$ cat src/rtl/spi_slave_dp.sv
// spi_slave_dp: mode-0 SPI slave datapath with oversampled bus pins, one-deep TX buffer and held RX word.
module spi_slave_dp #(
  parameter int WIDTH = 16
) (
  input  logic             clk,
  input  logic             rst,
  input  logic             sclk,
  input  logic             ss_n,
  input  logic             mosi,
  output logic             miso,
  output logic             miso_oe,
  input  logic [WIDTH-1:0] tx_data,
  input  logic             tx_load,
  output logic             tx_ready,
  output logic [WIDTH-1:0] rx_data,
  output logic             rx_valid,
  input  logic             rx_ack,
  output logic             done,
  output logic             overrun,
  input  logic             ovr_clr
);
  localparam int CW = $clog2(WIDTH);
  typedef enum logic {IDLE, SHIFT} state_t;
  state_t state, state_nx;
  logic [2:0] sclk_s;
  logic [1:0] ss_s, mosi_s;
  logic [CW-1:0] bitcnt;
  logic [WIDTH-1:0] tx_buf, tx_sr, rx_sr, tx_next;
  logic wrapped, start, abort, rise_sh, fall_sh, last, consume;
  always_comb begin
    start    = (state == IDLE) && !ss_s[1];
    abort    = (state == SHIFT) && ss_s[1];
    rise_sh  = (state == SHIFT) && !ss_s[1] && sclk_s[1] && !sclk_s[2];
    fall_sh  = (state == SHIFT) && !ss_s[1] && !sclk_s[1] && sclk_s[2];
    last     = rise_sh && (bitcnt == CW'(WIDTH - 1));
    consume  = start || (fall_sh && (bitcnt == '0) && wrapped);
    tx_next  = tx_ready ? '0 : tx_buf;
    state_nx = start ? SHIFT : abort ? IDLE : state;
  end
  assign miso_oe = (state == SHIFT);
  always_ff @(posedge clk or negedge rst)
    if (!rst) state <= IDLE;
    else      state <= state_nx;
  always_ff @(posedge clk or negedge rst) begin
    if (!rst) begin
      sclk_s   <= '0;
      ss_s     <= '1;
      mosi_s   <= '0;
      miso     <= 1'b0;
      tx_ready <= 1'b1;
      tx_buf   <= '0;
      tx_sr    <= '0;
      rx_sr    <= '0;
      rx_data  <= '0;
      rx_valid <= 1'b0;
      done     <= 1'b0;
      overrun  <= 1'b0;
      bitcnt   <= '0;
      wrapped  <= 1'b0;
    end else begin
      sclk_s   <= {sclk_s[1:0], sclk};
      ss_s     <= {ss_s[0], ss_n};
      mosi_s   <= {mosi_s[0], mosi};
      done     <= last;
      tx_ready <= tx_load ? 1'b0 : consume ? 1'b1 : tx_ready;
      rx_valid <= last ? 1'b1 : rx_ack ? 1'b0 : rx_valid;
      overrun  <= (last && rx_valid && !rx_ack) ? 1'b1 : ovr_clr ? 1'b0 : overrun;
      if (tx_load) tx_buf <= tx_data;
      if (start) bitcnt <= '0;
      // a consume always sees the pre-load buffer, so a same-cycle tx_load is kept for the next word
      if (consume) begin
        tx_sr   <= tx_next;
        miso    <= tx_next[WIDTH-1];
        wrapped <= 1'b0;
      end else if (fall_sh && bitcnt != '0) begin
        tx_sr <= tx_sr << 1;
        miso  <= tx_sr[WIDTH-2];
      end
      if (rise_sh) begin
        rx_sr  <= {rx_sr[WIDTH-2:0], mosi_s[1]};
        bitcnt <= last ? '0 : bitcnt + 1'b1;
        if (last) begin
          rx_data <= {rx_sr[WIDTH-2:0], mosi_s[1]};
          wrapped <= 1'b1;
        end
      end
    end
  end
endmodule

$ cat config.mk
export PLATFORM = sky130hd
export DESIGN_NAME = spi_slave_dp
export DESIGN_NICKNAME = d
export VERILOG_FILES = /design/src/rtl/spi_slave_dp.sv
export SDC_FILE = /design/constraint.sdc
export NUM_CORES = 1
export LEC_CHECK = 0
export CORE_MARGIN = 8
export CORE_UTILIZATION = 40
export CTS_CLUSTER_DIAMETER = 30
export DETAILED_ROUTE_END_ITERATION = 16
export PLACE_DENSITY_LB_ADDON = 0.2
export SKIP_LAST_GASP = 1
export SYNTH_ARGS = -nofsm -noshare
export SYNTH_HDL_FRONTEND = slang
export SYNTH_SLANG_ARGS = --single-unit
$ cat constraint.sdc
create_clock -name clk -period 4.38 [get_ports clk]
set_clock_uncertainty 0.05 [all_clocks]
set_input_delay 0.876 -clock clk [delete_from_list [all_inputs] [get_ports clk]]
set_output_delay 0.876 -clock clk [all_outputs]
set_load 0.05 [all_outputs]
== Word level (Yosys, flattened, before mapping) ==
Index checks and enable logic that the tools add are counted.
Storage, ports and cells
  bits in registers: 80
  bits of input ports: 24
  logic and storage cells: 64
Operators by class
  $add $sub $neg: 1
  eq/ne operators: 1
  multiplexer cells: 19
  bitwise logic cells: 1
  reductions and logical operators: 27
Operators by type and width (number)
  $mux 15: 2
  $mux 16: 1
  $logic_and 1x1->1: 13
  $mux 1: 13
  $mux 4: 3
  $reduce_bool 2->1: 6
  $add 4x1->4 const B: 1
  $eq 4x4->1 const B: 1
  $logic_not 1->1: 4
  $logic_not 4->1: 1
  $reduce_bool 4->1: 1
  $reduce_and 2->1: 1
  $logic_or 1x1->1: 1
  $not 1->1: 1

== Depth between registers and ports, before layout ==
Gate-level depths: netlist (run 1).
  word-level depth: 10
  mapped depth: 8
  mapped depth without buffers: 6

== Worst setup path before layout (run 1) ==
Ideal clock, no wire load.
  path type: register to register
  start point: register state, in the netlist miso_oe
  end point: register rx_data[10]
  arrival: 1.736 ns
  slack: 2.469 ns
  cell stages (with the launch flop): 6
  cell sequence: dfrtp_1 ha_1 nand3b_1 nor2_4 buf_12 mux2_4
Between the ends
  cells in the longest elaborated chain, start to end: 5
Ends and longest elaborated chain
  from (decl): line 24  | state_t state, state_nx;
  from (signal assigned): line 43  | else state <= state_nx;
  $logic_and 1x1->1 (3 in series): line 33  | rise_sh = (state == SHIFT) && !ss_s[1] && sclk_s[1] && !sclk_s[2];
  $logic_and 1x1->1: line 35  | last = rise_sh && (bitcnt == CW'(WIDTH - 1));
  named net last: line 29  | logic wrapped, start, abort, rise_sh, fall_sh, last, consume;
  $reduce_and 2->1 (no line)
  to (signal assigned): line 83  | rx_data <= {rx_sr[WIDTH-2:0], mosi_s[1]};
  to (decl): line 15  | output logic [WIDTH-1:0] rx_data,
The timed path passes the listed nets, and every way through them passes these cells.
A chain may end at the register's enable or synchronous reset.

== Final worst setup path (run 1) ==
  start point: register tx_ready
  end point: output port tx_ready
RTL lines
  from (decl): line 14  | output logic tx_ready,
  from (signal assigned): line 65  | tx_ready <= tx_load ? 1'b0 : consume ? 1'b1 : tx_ready;
No word-level cell between the ends.

==> results of run 1 <==
==> cell type report <==
| cell class | instances | area [um2] | area share |
|---|---|---|---|
| multi-input cells | 159 | 1172 | 0.2948 |
| well taps | 105 | 131.4 | 0.03304 |
| repair buffers | 45 | 447.9 | 0.1126 |
| clock inverters | 7 | 72.57 | 0.01825 |
| flip-flops and latches | 80 | 2006 | 0.5044 |
| inverters | 6 | 22.52 | 0.005664 |
| clock buffers | 9 | 123.9 | 0.03115 |
==> flip-flops by register name, summed over array words and instances (netlist names) <==
name      count
rx_sr        15
tx_buf       16
wrapped       1
bitcnt        4
rx_valid      1
rx_data      16
sclk_s        3
overrun       1
miso_oe       1
done          1
miso          1
tx_ready      1
mosi_s        2
ss_s          2
tx_sr        15
==> synthesized netlist by cell type (3+ instances only) <==
cell type  instances
dfrtp_1           77
mux2i_1           15
nand3b_1          17
mux2_2            24
clkbuf_1           3
dfstp_2            3
o21ai_1           11
nand2_1           50
buf_2              4
nor2_1             4
mux2_4             9
ha_1               4
inv_1              6
o21ai_0           10
==> stage by stage <==
stage	total power [W]	cells
6_report	0.001741	411
3_5_place_dp	0.001234	395
3_3_place_gp	0.001226	395
2_1_floorplan	0.001139	258
5_1_grt	0.001845	411
4_1_cts	0.001774	411
==> kinds of logic (layout without fill, tap and decap cells) <==
family          count (synthesis)  after routing  synth area share
simple gates                   81             81            0.1278
buf+inv                        19             67           0.03970
mux                            48             48            0.1679
compound gates                 26             26           0.04348
flops                          80             80            0.6061
fa+ha+maj                       4              4           0.01512
==> worst max-delay path by stage <==
stage | start | slack, ns | to | cells after the start
floorplan | miso_oe | 2.47 | rx_data[10] | 5
global placement | tx_ready | 1.89 | tx_ready | 1
detailed placement | ss_s[1] | 1.83 | rx_data[2] | 5
CTS | tx_ready | 1.50 | tx_ready | 1
global route | tx_ready | 1.47 | tx_ready | 1
finish | tx_ready | 1.54 | tx_ready | 1
==> power groups by stage <==
stage	clock [W]	combinational, W	sequential [W]
floorplan	0	0.000188	0.000952
global placement	0	0.000287	0.000939
finish	0.000529	0.000289	0.000924
detailed placement	0	0.000293	0.000941
CTS	0.000553	0.000295	0.000927
global route	0.000579	0.000325	0.000940
==> layer usage <==
layer,track usage,routed length [um]
met5,0,0
met2,0.1585,2512
met1,0.1334,2653
met3,0.03539,341
met4,0.06030,117
==> key figures, run 1 <==
Status
  – Status: finished, final reports clean

Power
  – Int Power: 0.001246 W
  – Clock Power Share: 0.304
  – Leakage power: 1.754 nW
  – Peak supply drop: 0.2648 mV
  – Sequential power share: 0.530
  – Switching Share: 0.2846
  – Switch Pwr: 0.0004957 W
  – Combinational share of power: 0.166
  – Power Density: 438.0 nW/um2

Logic synthesis
  – Syn_nets: 286
  – Unique masters post-synth: 30
  – Area leader, netlist: dfrtp_1
  – EDFF count, synth: 0
  – Sequential fraction of the synthesis area: 0.6060
  – Primary FF master, synth: dfrtp_1
  – Share of synthesized registers carrying an async set or reset: 1.000
  – Post-Syn Instances: 258
  – Top cells by area, synth: dfrtp_1 58%, mux2_2 8.2%, nand2_1 5.7%
  – YS warnings: 0
  – Yosys top cell area share: 0.5822
  – Syn avg cell area: 12.83 um2
  – Yosys reg bits: 80
  – Post-Syn Area: 3309 um2

Clocking
  – Clock Tree Buf Depth: 2
  – CTS tree: done
  – CTS Hold Bufs: 0
  – Clock Latency Late Sink: 0.35 ns
  – Gates resized, CTS repair: 0
  – Root buf cell: clkbuf_8
  – H-tree level count: 3
  – Clk pin slew, worst setup/hold paths: 0.08 ns
  – Clk sink count: 80
  – Setup Buffers After CTS: 0
  – Num CTS Buffers: 9

Setup path
  – Critical Path Max Stage Delay: 0.86 ns
  – WP data arrival: 1.92 ns
  – Flop2flop setup slack: 1.86 ns
  – WS Path Type: flip-flop to primary output
  – Buf+Inv Stages, Crit Path: 1
  – Critical path startpoint category: flip-flop
  – CP Data Required Time: 3.45 ns
  – RR Startpoint: ss_s[1]
  – Worst path cell trace: clkdlybuf4s50_1
  – R2R cell count: 5
  – Reg2reg end: rx_data[2]
  – CP Max Fanout: 18
  – Kind of cell adding the most delay to the critical path: buffers and inverters
  – Slowest CP cell: clkdlybuf4s50_1
  – Setup crit end kind: primary output

Route
  – Pre-antenna DRT Iters: 4
  – Vias: 2007
  – Average wire per standard cell: 13.69 um
  – Drt via density: 4.883
  – Remaining DRCs: 0
  – Post-Route WL: 5625 um
  – Final ANT Viol Nets: 0
  – Initial DRC count: 40

Cells and area
  – Most common cell after layout, fill and taps aside: dfrtp_1
  – Commonest non-fill, non-tap cells in the layout: 77 x dfrtp_1, 50 x nand2_1, 44 x clkdlybuf4s50_1
  – Nets@finish: 329
  – Final instance area: 3976 um2
  – Share of layout cells above drive strength 1: 0.1928
  – Area growth syn-to-layout: 20.15%
  – Ant diodes: 0
  – Fin util: 0.4888
  – Fillers: 750

Place
  – Port-buffer cells: 45
  – Pre-CTS setup slack: 1.833 ns
  – Placed cell areas: 3780 um2
  – GP Congestion: 0.6829
  – Hpwl dp: 3627 um

Timing
  – Max frequency: 0.3517 GHz
  – Hold slack final: 0.3008 ns
  – RSZ-0062 raised after global routing: false
  – Min Tclk post-route: 2.843 ns
  – Fin Setup TNS: 0 ns
  – Slew HR: 0.3304
  – Fin. Hold Viols: 0
  – Setup Viol. Count Final: 0
  – Final Max Slew Viols: 0
  – Worst slew pin tran: 1.004 ns
  – PnR worst setup slack: 1.537 ns
  – Final worst path period share: 0.6492

Global route
  – Initial antenna violation count: 0
  – First-pass GRT wire length: 9784 um
  – Largest net degree at the start of global routing: 81
  – Vias in the first global route: 2088
  – Total GRT Usage: 0.1066
  – Gr ovfl total: 0

Worst hold path
  – Hold worst-path end: sclk_s[1]
  – Hold wc startpoint: sclk_s[0]
  – Worst hold stages: 0
  – Worst hold path type: flip-flop to flip-flop

Floorplanning
  – IO Count: 46
  – Die Wd: 107.0 um
  – Die Y: 107.0 um
  – Core area: 8134 um2
  – Site Rows: 33
  – Die area: 11440 um2
  – Initial core utilization: 0.4069

Flow run
  – Max-cap violations: 0
Note: power is estimated with default switching activity, not from simulation.
==> run 2: changes to the inputs <==
clock period = 2.5 ns   (was 4.38 ns; I/O delays follow)
==> run 2 against run 1 <==
Via count is 0.25% higher. First-iteration DRC count grew 110%. Die area unchanged. Largest cell class unchanged. Non-clock buffer count rose by 5. Critical path depth is the same. Sequential share of layout area shrank 0.92 points. Critical path type unchanged.
==> key figures, run 2 (same netlist as run 1, synthesis figures left out) <==
Status
  – Status: finished, final reports clean

Setup path
  – R2R cell count: 6
  – Buf+Inv Stages, Crit Path: 1
  – Critical Path Max Stage Delay: 0.80 ns
  – CP Data Required Time: 1.95 ns
  – CP Max Fanout: 2
  – Setup crit end kind: primary output
  – End point of the critical path: tx_ready
  – Flop2flop setup slack: 0.37 ns
  – Worst path cell trace: clkdlybuf4s50_1
  – Slowest CP cell: clkdlybuf4s50_1
  – Levels on crit path: 1
  – WP data arrival: 1.68 ns
  – Critical path startpoint category: flip-flop
  – Kind of cell adding the most delay to the critical path: buffers and inverters
  – WS Path Type: flip-flop to primary output
  – Crit. Startpoint: tx_ready
  – RR Startpoint: ss_s[1]
  – Reg2reg end: tx_sr[7]

Clocking
  – Gates resized, CTS repair: 0
  – Clock Latency Late Sink: 0.35 ns
  – Num CTS Buffers: 9
  – Clk sink count: 80
  – CTS Hold Bufs: 0
  – Clock Tree Buf Depth: 2
  – CTS tree: done
  – Clk pin slew, worst setup/hold paths: 0.07 ns
  – H-tree level count: 3
  – Root buf cell: clkbuf_8
  – Setup Buffers After CTS: 0

Global route
  – Largest net degree at the start of global routing: 48
  – First-pass GRT wire length: 9929 um
  – Vias in the first global route: 2136
  – Gr ovfl total: 0
  – Initial antenna violation count: 0
  – Total GRT Usage: 0.1095

Route
  – Final ANT Viol Nets: 0
  – Vias: 2012
  – Drt via density: 4.837
  – Post-Route WL: 5742 um
  – Initial DRC count: 86
  – Remaining DRCs: 0
  – Average wire per standard cell: 13.80 um
  – Pre-antenna DRT Iters: 4

Cells and area
  – Top flop regs: rx_data x16, tx_buf x16
  – Share of layout cells above drive strength 1: 0.2058
  – Ant diodes: 0
  – Nets@finish: 334
  – Final Non-Filler Cells: 416
  – Most common cell after layout, fill and taps aside: dfrtp_1
  – Commonest non-fill, non-tap cells in the layout: 77 x dfrtp_1, 50 x nand2_1, 44 x clkdlybuf4s50_1
  – Area growth syn-to-layout: 22.38%

Power
  – Overall Power: 0.003175 W
  – Peak supply drop: 0.4760 mV
  – Leakage power: 1.799 nW
  – Power Density: 784.0 nW/um2

Timing
  – Setup Viol. Count Final: 0
  – PnR worst setup slack: 0.2661 ns
  – Fin Setup TNS: 0 ns
  – RSZ-0062 raised after global routing: false
  – Final Max Slew Viols: 0
  – Fin. Hold Viols: 0
  – Slew HR: 0.3531
  – Final worst path period share: 0.8936
  – Min Tclk post-route: 2.234 ns
  – Max frequency: 0.4476 GHz
  – Worst slew pin tran: 0.9660 ns

Floorplanning
  – Initial core utilization: 0.4069
  – Die Wd: 107.0 um
  – Die area: 11440 um2
  – IO Count: 46
  – Site Rows: 33
  – Core area: 8134 um2
  – Die Y: 107.0 um

Flow run
  – Max-cap violations: 0

Place
  – Pre-CTS setup slack: 0.3514 ns
  – GP Congestion: 0.7114
  – Placed cells: 400
  – Hpwl dp: 3714 um
  – Port-buffer cells: 45

Worst hold path
  – Worst hold path type: primary input to asynchronous set/reset pin
[run 2: cell types whose count changed in the layout (fill, tap and decap cells not counted)]
cell,before,now
buf_12,0,1
bufinv_16,1,2
clkinv_4,2,0
clkinvlp_4,2,1
buf_4,1,5
clkinv_2,2,3
clkbuf_8,9,10
[run 2: how the worst min path moves through the flow]
stage	cells after the start	startpoint	to
floorplan	0	rst	bitcnt[0]
global placement	0	mosi_s[0]	mosi_s[1]
detailed placement	0	sclk_s[0]	sclk_s[1]
CTS	1	rst	rx_sr[10]
global route	1	rst	done
finish	1	rst	rx_data[1]
[run 2: power breakdown]
group,internal [W],leakage (nW),switching [W]
combinational,0.000240,0.654,0.000287
sequential,0.00149,1.03,0.000116
clock,0.000584,0.112,0.000455
total,0.00232,1.80,0.000858
[run 2: cell type report]
cell class                      count  area, um2
Sequential cell                    80       2006
Inverter                            6      22.52
Clock inverter                      6      82.58
Fill cell                         762       4084
Timing Repair Buffer               50      498.0
Multi-Input combinational cell    159       1172
Tap cell                          105      131.4
Clock buffer                       10      137.6
[run 2: metrics by stage]
step	hold slack, ns	instance area (um2)	utilization
floorplan	0.1544	3309	-
global placement	0.2872	3830	0.4709
detailed placement	0.2955	3830	0.4709
CTS	0.04826	4050	0.4979
global route	0.06455	4050	0.4979
finish	0.04641	4050	0.4979
[run 2: per-layer routing]
layer  GRT usage  part of all wire  vias up
li1            -                 -      970
met1      0.1294              0.48      986
met2      0.1696              0.44       47
met3     0.04559             0.064        9
met4     0.05126             0.018        0
met5           0                 0        -
